`src/rtl/mmio_port_responder_if.sv`:
```
// mmio_port_responder_if: data-memory bus between load/store path and MMIO responder
interface mmio_port_responder_if;
  logic [31:0] Address;
  logic [31:0] WriteData;
  logic        MemWrite;
  logic        MemRead;
  logic [31:0] ReadData;
  logic        Hit;
  modport master (output Address, WriteData, MemWrite, MemRead, input ReadData, Hit);
  modport slave (input Address, WriteData, MemWrite, MemRead, output ReadData, Hit);
endinterface

```
`src/rtl/mmio_port_responder.sv`:
```
// mmio_port_responder: register window with output port, synchronised input, timer and irq
module mmio_port_responder #(
  parameter logic [31:0] BASE_ADDR = 32'h1001_0040,
  parameter int          IN_WIDTH  = 8
) (
  input  logic                clk,
  input  logic                reset,
  mmio_port_responder_if.slave bus,
  input  logic [IN_WIDTH-1:0] PortIn,
  output logic [31:0]         PortOut,
  output logic                Irq
);
  logic [31:0] out_q, out_d, tload_q, tload_d, tcount_q, tcount_d, in_ext, rdata;
  logic [3:0] ctrl_q, ctrl_d;
  logic [1:0] status_q, status_d;
  logic [IN_WIDTH-1:0] s1_q, s2_q, prev_q;
  logic [4:0] off;
  logic hit, wr_out, wr_status, wr_tload, wr_ctrl, tdone_set, ten_clr;
  // address decode and combinational load data
  always_comb begin
    off = bus.Address[4:0];
    hit = (bus.Address[31:5] == BASE_ADDR[31:5]) && (bus.Address[1:0] == 2'b00) && (off <= 5'h14);
    in_ext = 32'(s2_q);
    rdata = (off == 5'h00) ? out_q :
            (off == 5'h04) ? in_ext :
            (off == 5'h08) ? {30'b0, status_q} :
            (off == 5'h0C) ? tload_q :
            (off == 5'h10) ? tcount_q : {28'b0, ctrl_q};
    bus.Hit = hit;
    bus.ReadData = (bus.MemRead && hit) ? rdata : 32'h0;
  end
  // register writes, timer step and sticky flag update
  always_comb begin
    wr_out = bus.MemWrite && hit && off == 5'h00;
    wr_status = bus.MemWrite && hit && off == 5'h08;
    wr_tload = bus.MemWrite && hit && off == 5'h0C;
    wr_ctrl = bus.MemWrite && hit && off == 5'h14;
    tcount_d = tcount_q;
    tdone_set = 1'b0;
    ten_clr = 1'b0;
    if (ctrl_q[0] && tcount_q != 32'h0) begin
      if (tcount_q == 32'h1) begin
        tdone_set = 1'b1;
        tcount_d = ctrl_q[1] ? tload_q : 32'h0;
        ten_clr = !ctrl_q[1];
      end else begin
        tcount_d = tcount_q - 32'h1;
      end
    end
    if (wr_tload) tcount_d = bus.WriteData;
    tload_d = wr_tload ? bus.WriteData : tload_q;
    out_d = wr_out ? bus.WriteData : out_q;
    ctrl_d = wr_ctrl ? bus.WriteData[3:0] : {ctrl_q[3:1], ctrl_q[0] & !ten_clr};
    status_d[0] = (s2_q != prev_q) || (status_q[0] && !(wr_status && bus.WriteData[0]));
    status_d[1] = tdone_set || (status_q[1] && !(wr_status && bus.WriteData[1]));
  end
  // state registers with asynchronous active-low clear
  always_ff @(posedge clk or negedge reset) begin
    if (!reset) begin
      out_q <= '0;
      tload_q <= '0;
      tcount_q <= '0;
      ctrl_q <= '0;
      status_q <= '0;
      s1_q <= '0;
      s2_q <= '0;
      prev_q <= '0;
    end else begin
      out_q <= out_d;
      tload_q <= tload_d;
      tcount_q <= tcount_d;
      ctrl_q <= ctrl_d;
      status_q <= status_d;
      s1_q <= PortIn;
      s2_q <= s1_q;
      prev_q <= s2_q;
    end
  end
  assign PortOut = out_q;
  assign Irq = (status_q[0] & ctrl_q[2]) | (status_q[1] & ctrl_q[3]);
endmodule

```
`src/flat_wrapper.sv`:
```
// flat-port wrapper written by rule: the top's interface ports become plain ports
module mmio_port_responder_flat 
#(
  parameter logic [31:0] BASE_ADDR = 32'h1001_0040,
  parameter int          IN_WIDTH  = 8
)
  (clk, reset, PortIn, PortOut, Irq, bus_Address, bus_WriteData, bus_MemWrite, bus_MemRead, bus_ReadData, bus_Hit);
  mmio_port_responder_if bus_i ();
  input  logic clk;
  input  logic reset;
  input  logic [IN_WIDTH-1:0] PortIn;
  output logic [31:0] PortOut;
  output logic Irq;
  input wire logic [$bits(bus_i.Address)-1:0] bus_Address;
  input wire logic [$bits(bus_i.WriteData)-1:0] bus_WriteData;
  input wire logic [$bits(bus_i.MemWrite)-1:0] bus_MemWrite;
  input wire logic [$bits(bus_i.MemRead)-1:0] bus_MemRead;
  output wire logic [$bits(bus_i.ReadData)-1:0] bus_ReadData;
  output wire logic [$bits(bus_i.Hit)-1:0] bus_Hit;
  assign bus_i.Address = bus_Address;
  assign bus_i.WriteData = bus_WriteData;
  assign bus_i.MemWrite = bus_MemWrite;
  assign bus_i.MemRead = bus_MemRead;
  assign bus_ReadData = bus_i.ReadData;
  assign bus_Hit = bus_i.Hit;
  mmio_port_responder #(.BASE_ADDR(BASE_ADDR), .IN_WIDTH(IN_WIDTH)) u_core (.clk(clk), .reset(reset), .bus(bus_i), .PortIn(PortIn), .PortOut(PortOut), .Irq(Irq));
endmodule
```
`config.mk`:
```
export PLATFORM = sky130hd
export DESIGN_NAME = mmio_port_responder_flat
export DESIGN_NICKNAME = d
export VERILOG_FILES = /design/src/rtl/mmio_port_responder_if.sv /design/src/rtl/mmio_port_responder.sv /design/src/flat_wrapper.sv
export SDC_FILE = /design/constraint.sdc
export NUM_CORES = 1
export LEC_CHECK = 0
export ABC_AREA = 1
export CAP_MARGIN = 10
export CORE_AREA = 2 2 119 121
export CTS_CLUSTER_DIAMETER = 150
export DETAILED_ROUTE_END_ITERATION = 8
export DIE_AREA = 0 0 121 123
export PLACE_DENSITY = 0.83
export SLEW_MARGIN = 10
export SYNTH_ARGS = -nofsm -noshare
export SYNTH_HDL_FRONTEND = slang
export SYNTH_SLANG_ARGS = --single-unit
```
`constraint.sdc`:
```
create_clock -name clk -period 4.8 [get_ports clk]
set_input_delay 1.44 -clock clk [delete_from_list [all_inputs] [get_ports clk]]
set_output_delay 1.44 -clock clk [all_outputs]
set_load 0.05 [all_outputs]
```
# ---- After elaboration in Yosys (flattened, before gate mapping)
# Index checks and enable logic that the tools add are counted.
dict set report word_totals {
  ff_bits 126
  latch_bits 0
  ramBits 0
  romBits 0
  input_bits 76
  output_inout_bits 66
  memories 0
}
dict set report classes {
  n_addsub 1
  mul 0
  div_mod_pow 0
  n_lt_le_gt_ge 1
  n_eq_ne 8
  shifts 0
  n_mux 15
  bitwise_logic 4
  reduce_logical 23
}
# op count
set op_table {}
lappend op_table {{2-to-1 mux 32 bit} 10}
lappend op_table {{== test 32 x 1 -> 1 bit, second input constant} 1}
lappend op_table {{nonzero test 32 bit} 1}
lappend op_table {{subtractor 32 x 1 -> 32 bit, second input constant} 1}
lappend op_table {{== test 27 x 24 -> 1 bit, second input constant} 1}
lappend op_table {{logical AND 1 bit} 13}
lappend op_table {{== test 5 x 4 -> 1 bit, second input constant} 2}
lappend op_table {{== test 5 bit, second input constant} 2}
lappend op_table {{!= test 8 bit} 1}
lappend op_table {{== test 5 x 3 -> 1 bit, second input constant} 1}
lappend op_table {{less-or-equal comparator 5 bit, second input constant} 1}
lappend op_table {{logical NOT 5 bit} 1}
lappend op_table {{2-to-1 mux 1 bit} 5}
lappend op_table {{logical NOT 1 bit} 4}
lappend op_table {{AND 1 bit} 3}
lappend op_table {{logical NOT 2 bit} 1}
lappend op_table {{logical OR 1 bit} 2}
lappend op_table {{nonzero test 2 bit} 1}
lappend op_table {{OR 1 bit} 1}

# ---- Longest topological paths before layout
# Gate-level depths: netlist of run 1.
dict set report depth {
  depth_word 9
  ltp_mapped 14
}

# ---- Least setup slack after synthesis of run 1
# No wires, ideal clock.
dict set report synth_path {
  path_kind {input -> output}
  start {in bus_Address[28]}
  end {out bus_ReadData[10]}
  arrival_ns 3.286
  slack_ns 0.074
  cell_stages 10
  n_path_buf 2
  cell_sequence {inv_1 nor2_1 nand2_1 nor2_1 nand2_1 nor2_8 nand2_1 buf_2 buf_1 nor2_1}
}
dict set report synth_between {
  elab_chain_cells 5
}
# item line_no
set synth_rtl {}
lappend synth_rtl {{start, declared} flat_wrapper.sv:14} ;# input wire logic [$bits(bus_i.Address)-1:0] bus_Address;
lappend synth_rtl {{== test 27 x 24 -> 1 bit} mmio_port_responder.sv:22} ;# hit = (bus.Address[31:5] == BASE_ADDR[31:5]) && (bus.Address[1:0] == 2'b00) && (off <= 5'h14);
lappend synth_rtl {{logical AND 1 bit (2 in a row)} mmio_port_responder.sv:22}
lappend synth_rtl {{net bus_Hit} flat_wrapper.sv:19} ;# output wire logic [$bits(bus_i.Hit)-1:0] bus_Hit;
lappend synth_rtl {{logical AND 1 bit} mmio_port_responder.sv:30} ;# bus.ReadData = (bus.MemRead && hit) ? rdata : 32'h0;
lappend synth_rtl {{2-to-1 mux 32 bit} mmio_port_responder.sv:30}
lappend synth_rtl {{end, declared} flat_wrapper.sv:18} ;# output wire logic [$bits(bus_i.ReadData)-1:0] bus_ReadData;
# The timed path passes the listed nets, and every way through them passes these cells.

# ---- Final worst setup path of run 1
dict set report layout_path {
  start {in bus_Address[0]}
  end {out bus_ReadData[27]}
}
dict set report layout_between {
  elab_chain_cells 7
  elab_cells_between_ends 16
  classes_between {1 x order compare; 4 x eq/ne; 6 x mux; 5 x reduce/logical}
}
# item line_no
set layout_rtl {}
lappend layout_rtl {{== test 5 bit} mmio_port_responder.sv:28} ;# (off == 5'h10) ? tcount_q : {28'b0, ctrl_q};
lappend layout_rtl {{2-to-1 mux 32 bit} mmio_port_responder.sv:28}
lappend layout_rtl {{2-to-1 mux 32 bit} mmio_port_responder.sv:27} ;# (off == 5'h0C) ? tload_q :
lappend layout_rtl {{2-to-1 mux 32 bit} mmio_port_responder.sv:26} ;# (off == 5'h08) ? {30'b0, status_q} :
lappend layout_rtl {{2-to-1 mux 32 bit} mmio_port_responder.sv:25} ;# (off == 5'h04) ? in_ext :
lappend layout_rtl {{2-to-1 mux 32 bit} mmio_port_responder.sv:24} ;# rdata = (off == 5'h00) ? out_q :
lappend layout_rtl {{2-to-1 mux 32 bit (*)} mmio_port_responder.sv:30}
# Every way passes the cells marked *; elsewhere a longest branch is shown, timed or not.

==> summary.md, run 1 <==
| Metric | Value |
|---|---|
| Status | finished clean |
| Slew margin rel. | 0.317 |
| Routability congestion estimate | 0.959 |
| Endpoints failing setup | 0 |
| CP max FO | 13 |
| Crit Path Category | primary input to output port |
| Clock Root Buffer | clkbuf_16 |
| Final Cycle Share | 0.982 |
| Yosys warning total | 0 |
| Global route total overflow | 0 |
| Drt pass-1 iters | 6 |
| Hold slack | 0.347 ns |
| VDD IR-drop max | 0.245 mV |
| Net Count, Synth | 1134 |
| Highest Clock Rate | 212 MHz |
| Post-synth top area share | 0.426 |
| Drt drc | 0 |
| Final Max Tran Viols | 0 |
| Chip height | 123 µm |
| # nets final | 1272 |
| Most frequent cells in the layout | nand2_1 (347), nor2_1 (173), dfrtp_1 (126), nand3_1 (112), clkdlybuf4s50_1 (107) |
| Pwr Density | 252 nW/µm² |
| Worst-Skew Late Latency | 0.43 ns |
| HP Class | flop to flop |
| Routed wl met3 | 1.78 mm |
| Wl on met1 | 9.49 mm |
| Ports | 142 |
| Commonest non-fill, non-tap cell in the layout | nand2_1 |
| TritonCTS clock tree | done |
| CP Data Arrival Time | 3.27 ns |
| Vias per inst | 5.61 |
| CP startpoint kind | primary input |
| Via count of the routed design | 7787 |
| CTS Sinks | 126 |
| Seq/Total Area, Yosys | 0.426 |
| CP required | 3.36 ns |
| GR Util All Layers | 0.312 |
| Max Cap Viol | 0 |
| Top post-synthesis cells by area | dfrtp_1 (43%), nand2_1 (18%), nor2_1 (8.9%) |
| Unique masters post-synth | 35 |
| DRT iter0 DRCs | 667 |
| Placed cell count | 1353 |
| RSZ-0062 raised after global routing | yes |
| Worst-path clk slew | 0.06 ns |
| Initial antenna violation count | 0 |
| Global-route wire length before repair | 36.5 mm |
| Row cnt | 43 |
| Syn Area/Cell | 7.01 µm² |
| Clk_skew | 0.00642 ns |
| Post-Route WL | 22.3 mm |
| Die width | 121 µm |
| H-tree depth | 4 |
| Final cell count without fillers | 1387 |
| Highest routing layer actually used | met4 |
| Final ANT Viol Nets | 0 |
| Mapped Cells | 1056 |
| Area Overhead vs Synth | 35.5% |
| Number of antenna diodes | 0 |
| Vias in the first global route | 7428 |
| Leak | 4.73 nW |
| TritonCTS Buffers | 17 |
| Tmin final | 4.71 ns |
| Full die area | 14900 µm² |
| Largest net degree at the start of global routing | 78 |
| Wire per inst | 16.1 µm |
| Detailed Place HPWL | 15.9 mm |
| I/O Buffers | 141 |
| Worst Max-Slew Pin Slew | 1.02 ns |
| Post-synth top area cell | dfrtp_1 |
| Worst setup EP type | output port |
| Synthesized cell area | 7400 µm² |
| Synthesis-stage register bit count | 126 |
| Met2 wire length | 10.5 mm |
| Initial core utilization | 0.544 |
| Final Hold Fails | 0 |
| Proportion of layout cells with a drive suffix above 1 | 0.109 |
| Core Box Area | 13600 µm² |
| # hold bufs at CTS | 0 |
| Max Root-Sink Buffers | 2 |
## cells in the mapped netlist
library cell,count
and3_1,1
nor2_8,1
clkinv_1,1
buf_4,1
o21ai_0,22
a221oi_1,26
dfrtp_1,126
inv_2,4
nor2_1,176
o211ai_1,2
a22o_1,1
nor2_4,4
nand3_1,112
clkbuf_1,13
nor3_2,1
xnor2_1,6
buf_1,4
nor2_2,8
a21oi_1,11
or2_2,1
o21ai_1,20
inv_1,71
nand2_1,349
nand4_1,33
nand2_2,6
xor2_1,13
nor3b_4,1
nor3_4,1
o21ai_2,1
buf_6,3
ha_1,2
nand3_2,2
a31oi_1,4
buf_2,26
nor3_1,3
## what timing repair did
| item | in CTS | in global routing |
|---|---|---|
| gates resized for setup | 0 | 12 |
| buffers inserted | 0 | 2 |
| endpoints found under the setup margin | 0 | 28 |
## critical path, stage by stage
cell,delay (ns)
clkdlybuf4s50_1,0.45
nor2_4,0.19
nand2_1,0.07
nor2_1,0.14
nand2_2,0.13
nor2_8,0.11
nand2_1,0.10
buf_4,0.21
a31oi_1,0.26
buf_12,0.18
## sequential cells by signal, indices dropped and copies added (netlist names)
name,count
u_core.status_q,2
u_core.s2_q,8
u_core.ctrl_q,4
u_core.tcount_q,32
u_core.s1_q,8
u_core.prev_q,8
u_core.PortOut,32
u_core.tload_q,32
## cell type report
cell class                      count  area, µm²
Tap cell                          180        225
Clock inverter                     13        165
Inverter                           76        285
Timing Repair Buffer              166       1990
Multi-Input combinational cell    807       3780
Sequential cell                   126       3150
Clock buffer                       19        433
Fill cell                        1058       3580
## per-layer routing
metal / global-route usage / vias to the layer above
li1: - / 3696
met1: 0.419 / 3644
met2: 0.501 / 389
met3: 0.0567 / 58
met4: 0.126 / 0
met5: 0 / -
## through the flow
stage                     setup WS [ns]  utilization  TNS [ns]  total power [mW]  cell area, µm²
after floorplan                  0.0737            -         0              1.13            7400
after global placement           0.0863        0.689         0              1.24            9380
after detailed placement         0.0386        0.689         0              1.24            9380
after CTS                        0.0335        0.733         0              2.54            9970
after global routing            -0.0640        0.737    -0.185              2.60           10000
final                            0.0856        0.737         0              2.53           10000
## where the power goes
group          switching, mW  internal [mW]  total [mW]
Combinational         0.0676         0.0738       0.141
Clock                  0.493          0.817        1.31
Sequential           0.00616           1.07        1.08
## cell families (layout without fill, tap and decap cells)
kind of cell,count (synthesis),after routing,share of synthesized area
XOR/XNOR,19,19,0.0225
AO/OA/AOI/OAI,87,87,0.0744
adder cells (fa/ha/maj),2,2,0.00338
buffers and inverters,123,274,0.0704
flip-flops,126,126,0.426
AND/OR/NAND/NOR,699,699,0.403
## worst paths after layout
path,end,slack (ns),startpoint,cells after the start
min in group asynchronous,u_core.s1_q[2],1.15,reset,1
min,u_core.s2_q[2],0.35,u_core.s1_q[2],0
max,bus_ReadData[27],0.09,bus_Address[0],10
max reg2reg,u_core.tcount_q[13],1.98,u_core.tcount_q[0],10
max in group asynchronous,u_core.PortOut[27],2.81,reset,2
min reg2reg,u_core.s2_q[2],0.35,u_core.s1_q[2],0
Power figures use the tool's default switching activity.
==> run 2, diff against run 1 <==
Settings changed: CORE_AREA 2 2 119 121 to 2 2 122 124, DIE_AREA 0 0 121 123 to 0 0 124 126, PLACE_DENSITY 0.83 to 0.8.
Clock period 4.8 ns to 5.3 ns, I/O delays scaled along.
==> run 2 against run 1 <==
  * First-iteration DRC count up 20%
  * Combinational power down 11%
  * Sequential cell count unchanged
  * Largest cell class unchanged
  * Critical path type unchanged
  * Critical path depth up 2
  * Power down 11%
==> summary.md, run 2 (synthesis results as in run 1) <==
| Metric | Value |
|---|---|
| Status | finished clean |
| Final ANT Viol Nets | 0 (unchanged) |
| Full die area | 15600 µm² (+5.0%) |
| Final Cycle Share | 0.973 |
| Proportion of layout cells with a drive suffix above 1 | 0.0989 (-0.00961) |
| DRT iter0 DRCs | 800 (+20%) |
| Register area | 3150 µm² (unchanged) |
| CP max FO | 6 (-7) |
| Routability congestion estimate | 0.960 (+0.16%) |
| GR Util All Layers | 0.297 (-0.0150) |
| Area of the multi-input gates | 3740 µm² (-0.83%) |
| Global-route wire length before repair | 36.6 mm (+0.12%) |
| Number of antenna diodes | 0 (unchanged) |
| FF-to-FF path depth | 10 (unchanged) |
| Max Root-Sink Buffers | 2 (unchanged) |
| RR Startpoint | u_core.tcount_q[0] |
| Initial core utilization | 0.517 (-0.0267) |
| HP Class | flop to flop |
| # nets final | 1268 (-0.31%) |
| Setup Buffers After CTS | 0 (unchanged) |
| Hold Crit Start | u_core.s1_q[0] |
| Endpoints failing setup | 0 (unchanged) |
| CTS Sinks | 126 (unchanged) |
| Worst setup EP type | output port |
| CP startpoint kind | primary input |
| Drt pass-1 iters | 7 (+1) |
| FILL cells | 1166 (+10%) |
| Vias per inst | 5.61 (-0.15%) |
| Initial antenna violation count | 0 (unchanged) |
| Worst Max-Slew Pin Slew | 1.00 ns (-0.0184 ns) |
| CP Data Arrival Time | 3.57 ns (+0.30 ns) |
| Leak | 4.70 nW (-0.63%) |
| Final Max Tran Viols | 0 (unchanged) |
| Worst-path clk slew | 0.05 ns (about the same) |
| Place WS | 0.0842 ns (+0.0456 ns) |
| Row cnt | 44 (+2.3%) |
| Clk_skew | 0.00913 ns (+0.00272 ns) |
| Max Cap Viol | 0 (unchanged) |
| Via count of the routed design | 7775 (-0.15%) |
| Slew margin rel. | 0.329 (+0.0123) |
| Largest net degree at the start of global routing | 78 (unchanged) |
| Die width | 124 µm (+2.5%) |
| CP required | 3.71 ns (+0.35 ns) |
| Setup TNS | 0 ns (unchanged) |
| Vias in the first global route | 7513 (+1.1%) |
| Core Box Area | 14300 µm² (+5.2%) |
| Most frequent cells in the layout | nand2_1 (349), nor2_1 (174), dfrtp_1 (126), nand3_1 (112), clkdlybuf4s50_1 (107) |
| Crit Path Category | primary input to output port |
| Highest Clock Rate | 194 MHz |
| Placed cell count | 1355 (+0.15%) |
| I/O Buffers | 141 (unchanged) |
| Clock Root Buffer | clkbuf_16 |
| Pwr Density | 228 nW/µm² (-9.6%) |
| Total chip power | 2.26 mW (-11%) |
| Chip height | 126 µm (+2.4%) |
| Reg2Reg Capture Point | u_core.tcount_q[10] |
| Final Hold Fails | 0 (unchanged) |
| Final cell count without fillers | 1387 (unchanged) |
| VDD IR-drop max | 0.214 mV (-13%) |
| Worst Hold End | u_core.s2_q[0] |
| Area Overhead vs Synth | 34.1% |
| Tmin final | 5.16 ns |
| TritonCTS clock tree | done |
| Detailed Place HPWL | 15.5 mm (-2.1%) |
| Drt drc | 0 (unchanged) |
| Hold path depth | 0 (unchanged) |
| Reg2Reg Setup Slack | 2.28 ns (+0.30 ns) |
| H-tree depth | 4 (unchanged) |
| Ports | 142 (unchanged) |
| Worst-Skew Late Latency | 0.42 ns (about the same) |
| Setup ws final | 0.142 ns (+0.0563 ns) |
| Post-Route WL | 22.0 mm (-1.1%) |
| Wire per inst | 15.9 µm (-1.1%) |
| Hold slack | 0.346 ns (-0.000987 ns) |
| Commonest non-fill, non-tap cell in the layout | nand2_1 |
| TritonCTS Buffers | 17 (unchanged) |
| Global route total overflow | 0 (unchanged) |
## run 2: cell type report
type                            instances  area share
Tap cell                              184      0.0232
Timing Repair Buffer                  162       0.194
Multi-Input combinational cell        807       0.377
Sequential cell                       126       0.318
Inverter                               76      0.0290
Clock buffer                           19      0.0446
Clock inverter                         13      0.0141
## run 2: through the flow
step / util / instance area (µm²)
after floorplan: - / 7400
after global placement: 0.652 / 9330
after detailed placement: 0.652 / 9330
after CTS: 0.692 / 9910
after global routing: 0.693 / 9920
final: 0.693 / 9920
## run 2: power by group
| group | total [mW] | switching (mW) | leakage (nW) | internal, mW |
|---|---|---|---|---|
| clock network | 1.16 | 0.455 | 0.276 | 0.706 |
| registers | 0.977 | 0.00544 | 1.56 | 0.972 |
| logic | 0.126 | 0.0613 | 2.87 | 0.0646 |
| total | 2.26 | 0.522 | 4.70 | 1.74 |
## run 2: routing by layer
layer | global-route usage | wire length (µm) | up-vias | share of wire
li1 | - | - | 3696 | -
met1 | 0.412 | 9390 | 3637 | 0.43
met2 | 0.465 | 10300 | 399 | 0.47
met3 | 0.0634 | 1910 | 43 | 0.087
met4 | 0.0939 | 429 | 0 | 0.019
met5 | 0 | 0 | - | 0
## run 2: critical path: stages
cell             delay, ns
clkdlybuf4s50_1       0.45
nor2_1                0.15
nand2_1               0.14
nor2_2                0.21
buf_4                 0.18
nand2_1               0.06
o21ai_0               0.09
nand2_1               0.08
nand3_1               0.08
o211ai_1              0.09
a21oi_1               0.27
buf_12                0.18
## run 2: how the worst max path moves through the flow
stage | from | end | slack (ns)
finish | bus_Address[2] | bus_ReadData[0] | 0.14
global route | bus_Address[2] | bus_ReadData[0] | -0.04
CTS | bus_Address[2] | bus_ReadData[7] | 0.08
detailed placement | bus_Address[2] | bus_ReadData[7] | 0.08
global placement | bus_Address[2] | bus_ReadData[6] | 0.14
floorplan | bus_Address[28] | bus_ReadData[10] | 0.27
## run 2: what timing repair did
action | in CTS | in global routing
setup endpoints to repair | 0 | 28
resized for setup | 0 | 3
hold buffers | 0 | 0
==> run 3, diff against run 2 <==
Settings changed: CORE_AREA 2 2 122 124 to 2 2 119 121, DIE_AREA 0 0 124 126 to 0 0 121 123, DONT_BUFFER_PORTS from default to 1, PLACE_DENSITY 0.8 to 0.7.
==> run 3 against run 2 <==
  * Clock power hardly changed
  * Final area is 16% lower
  * Fmax is 8.5% higher
  * Largest cell class unchanged
==> summary.md, run 3 (synthesis results as in run 1) <==
| Metric | Value |
|---|---|
| Setup crit start | bus_Address[3] |
| Global route total overflow | 0 (unchanged) |
| HP Class | flop to flop |
| Setup Buffers After CTS | 0 (unchanged) |
| FILL cells | 1301 (+12%) |
| Post-Route WL | 20.9 mm (-5.1%) |
| Reg2Reg Capture Point | u_core.tcount_q[9] |
| Slowest cell delay on critical path | 0.44 ns (about the same) |
| Full die area | 14900 µm² (-4.7%) |
| Ports | 142 (unchanged) |
| TritonCTS Buffers | 17 (unchanged) |
| Number of antenna diodes | 0 (unchanged) |
| Most frequent cells in the layout | nand2_1 (349), nor2_1 (175), dfrtp_1 (126), nand3_1 (112), inv_1 (71) |
| Detailed Place HPWL | 14.5 mm (-6.9%) |
| DRT iter0 DRCs | 705 (-12%) |
| # hold bufs at CTS | 0 (unchanged) |
| Drt pass-1 iters | 5 (-2) |
| Worst Max-Slew Pin Slew | 1.02 ns (+0.0219 ns) |
| Critical Path Stages | 8 (-4) |
| Drt drc | 0 (unchanged) |
| Final ANT Viol Nets | 0 (unchanged) |
| Register area | 3150 µm² (unchanged) |
| Area Overhead vs Synth | 13.0% |
| Placed cell count | 1236 (-8.8%) |
| RR Startpoint | u_core.tcount_q[0] |
| Via count of the routed design | 7034 (-9.5%) |
| Highest Clock Rate | 210 MHz (+8.5%) |
| Place WS | 0.559 ns (+0.475 ns) |
| VDD IR-drop max | 0.196 mV (-8.2%) |
| Setup TNS | 0 ns (unchanged) |
| Crit path max-delay family | buffers and inverters |
| Slew margin rel. | 0.315 (-0.0147) |
| Proportion of layout cells with a drive suffix above 1 | 0.0993 (+0.000345) |
| Worst setup EP type | output port |
| I/O Buffers | 0 (-100%) |
| CP Data Arrival Time | 3.17 ns (-0.40 ns) |
| FF-to-FF path depth | 10 (unchanged) |
| RSZ-0062 raised after global routing | no |
| Final Hold Fails | 0 (unchanged) |
| Clock Root Buffer | clkbuf_16 |
| Worst-path clk slew | 0.05 ns (about the same) |
| Final Cycle Share | 0.897 (-0.0760) |
| CTS Sinks | 126 (unchanged) |
| Setup ws final | 0.545 ns (+0.403 ns) |
| Largest net degree at the start of global routing | 127 (+63%) |
| Hold slack | 0.347 ns (+0.00112 ns) |
| CTS resizes | 0 (unchanged) |
| # nets final | 1153 (-9.1%) |
| CP startpoint kind | primary input |
| Chip height | 123 µm (-2.4%) |
| Final Max Tran Viols | 0 (unchanged) |
| Commonest non-fill, non-tap cell in the layout | nand2_1 |
| Dpl cell area | 7770 µm² (-17%) |
| Status | finished clean |
| Max Cap Viol | 0 (unchanged) |
| CP required | 3.71 ns (about the same) |
| GR Util All Layers | 0.290 (-0.00671) |
| Worst path cell trace | inv_1 -> nor2_1 -> nand3_1 -> inv_2 -> buf_12 -> nand2_1 -> a31oi_1 -> buf_4 |
| Tmin final | 4.76 ns (-0.403 ns) |
| Leak | 4.18 nW (-11%) |
| Finished Cell Area | 8360 µm² (-16%) |
| CP max FO | 27 (+21) |
| Worst-Skew Late Latency | 0.43 ns (about the same) |
| Crit Path Category | primary input to output port |
| Wire per inst | 16.5 µm (+3.8%) |
| Total chip power | 2.19 mW (-3.2%) |
| Area of the multi-input gates | 3740 µm² (-0.17%) |
| Vias in the first global route | 6638 (-12%) |
| CP bufs+invs | 4 (+1) |
| Slowest-stage cell, CP | inv_2 |
| Critical Path End | bus_ReadData[27] |
| H-tree depth | 4 (unchanged) |
| Initial antenna violation count | 0 (unchanged) |
| Endpoints failing setup | 0 (unchanged) |
| Row cnt | 43 (-2.3%) |
| Clk_skew | 0.00997 ns (+0.000838 ns) |
| Max Root-Sink Buffers | 2 (unchanged) |
| Core Box Area | 13600 µm² (-4.9%) |
| Final cell count without fillers | 1268 (-8.6%) |
| Final core occ | 0.614 (-0.0791) |
| Initial core utilization | 0.544 (+0.0267) |
| Pwr Density | 262 nW/µm² (+15%) |
| Die width | 121 µm (-2.4%) |
| Vias per inst | 5.55 (-1.0%) |
| TritonCTS clock tree | done |
| Global-route wire length before repair | 33.7 mm (-7.8%) |
| Routability congestion estimate | 1.00 (+4.5%) |
| Reg2Reg Setup Slack | 2.28 ns (about the same) |
## run 3: worst min-delay path by stage
stage | slack, ns | startpoint | cells after the start | to
4_1_cts | 0.35 | u_core.s1_q[5] | 0 | u_core.s2_q[5]
5_1_grt | 0.35 | u_core.s1_q[5] | 0 | u_core.s2_q[5]
2_1_floorplan | 0.33 | u_core.s1_q[0] | 0 | u_core.s2_q[0]
6_report | 0.35 | u_core.s1_q[2] | 0 | u_core.s2_q[2]
3_3_place_gp | 0.33 | u_core.s1_q[5] | 0 | u_core.s2_q[5]
3_5_place_dp | 0.34 | u_core.s1_q[5] | 0 | u_core.s2_q[5]
## run 3: routing by layer
metal | up-vias | GRT usage | routed length (µm)
met3 | 34 | 0.0673 | 1580
met2 | 298 | 0.461 | 9600
met5 | - | 0 | 0
li1 | 3451 | - | -
met4 | 0 | 0.0930 | 361
met1 | 3251 | 0.394 | 9370
## run 3: final cells by class
cell class,instances,area share
Clock buffer,20,0.0534
Clock inverter,12,0.0172
Inverter,76,0.0341
Multi-Input combinational cell,807,0.447
Sequential cell,126,0.377
Tap cell,180,0.0269
Timing Repair Buffer,47,0.0437
## run 3: worst reg2reg max path: stages (launching register included)
cell,delay (ns)
dfrtp_1,0.43
inv_1,0.10
ha_1,0.29
nand2_2,0.16
nor2_4,0.19
nand2_1,0.09
o21ai_2,0.26
nand2_2,0.52
inv_2,0.60
nand2_1,0.17
nand2_1,0.13
## run 3: power by group
group / total (mW) / leakage [nW] / internal [mW] / switching [mW]
clock network: 1.18 / 0.289 / 0.745 / 0.433
logic: 0.0349 / 2.34 / 0.0140 / 0.0210
registers: 0.977 / 1.56 / 0.972 / 0.00540
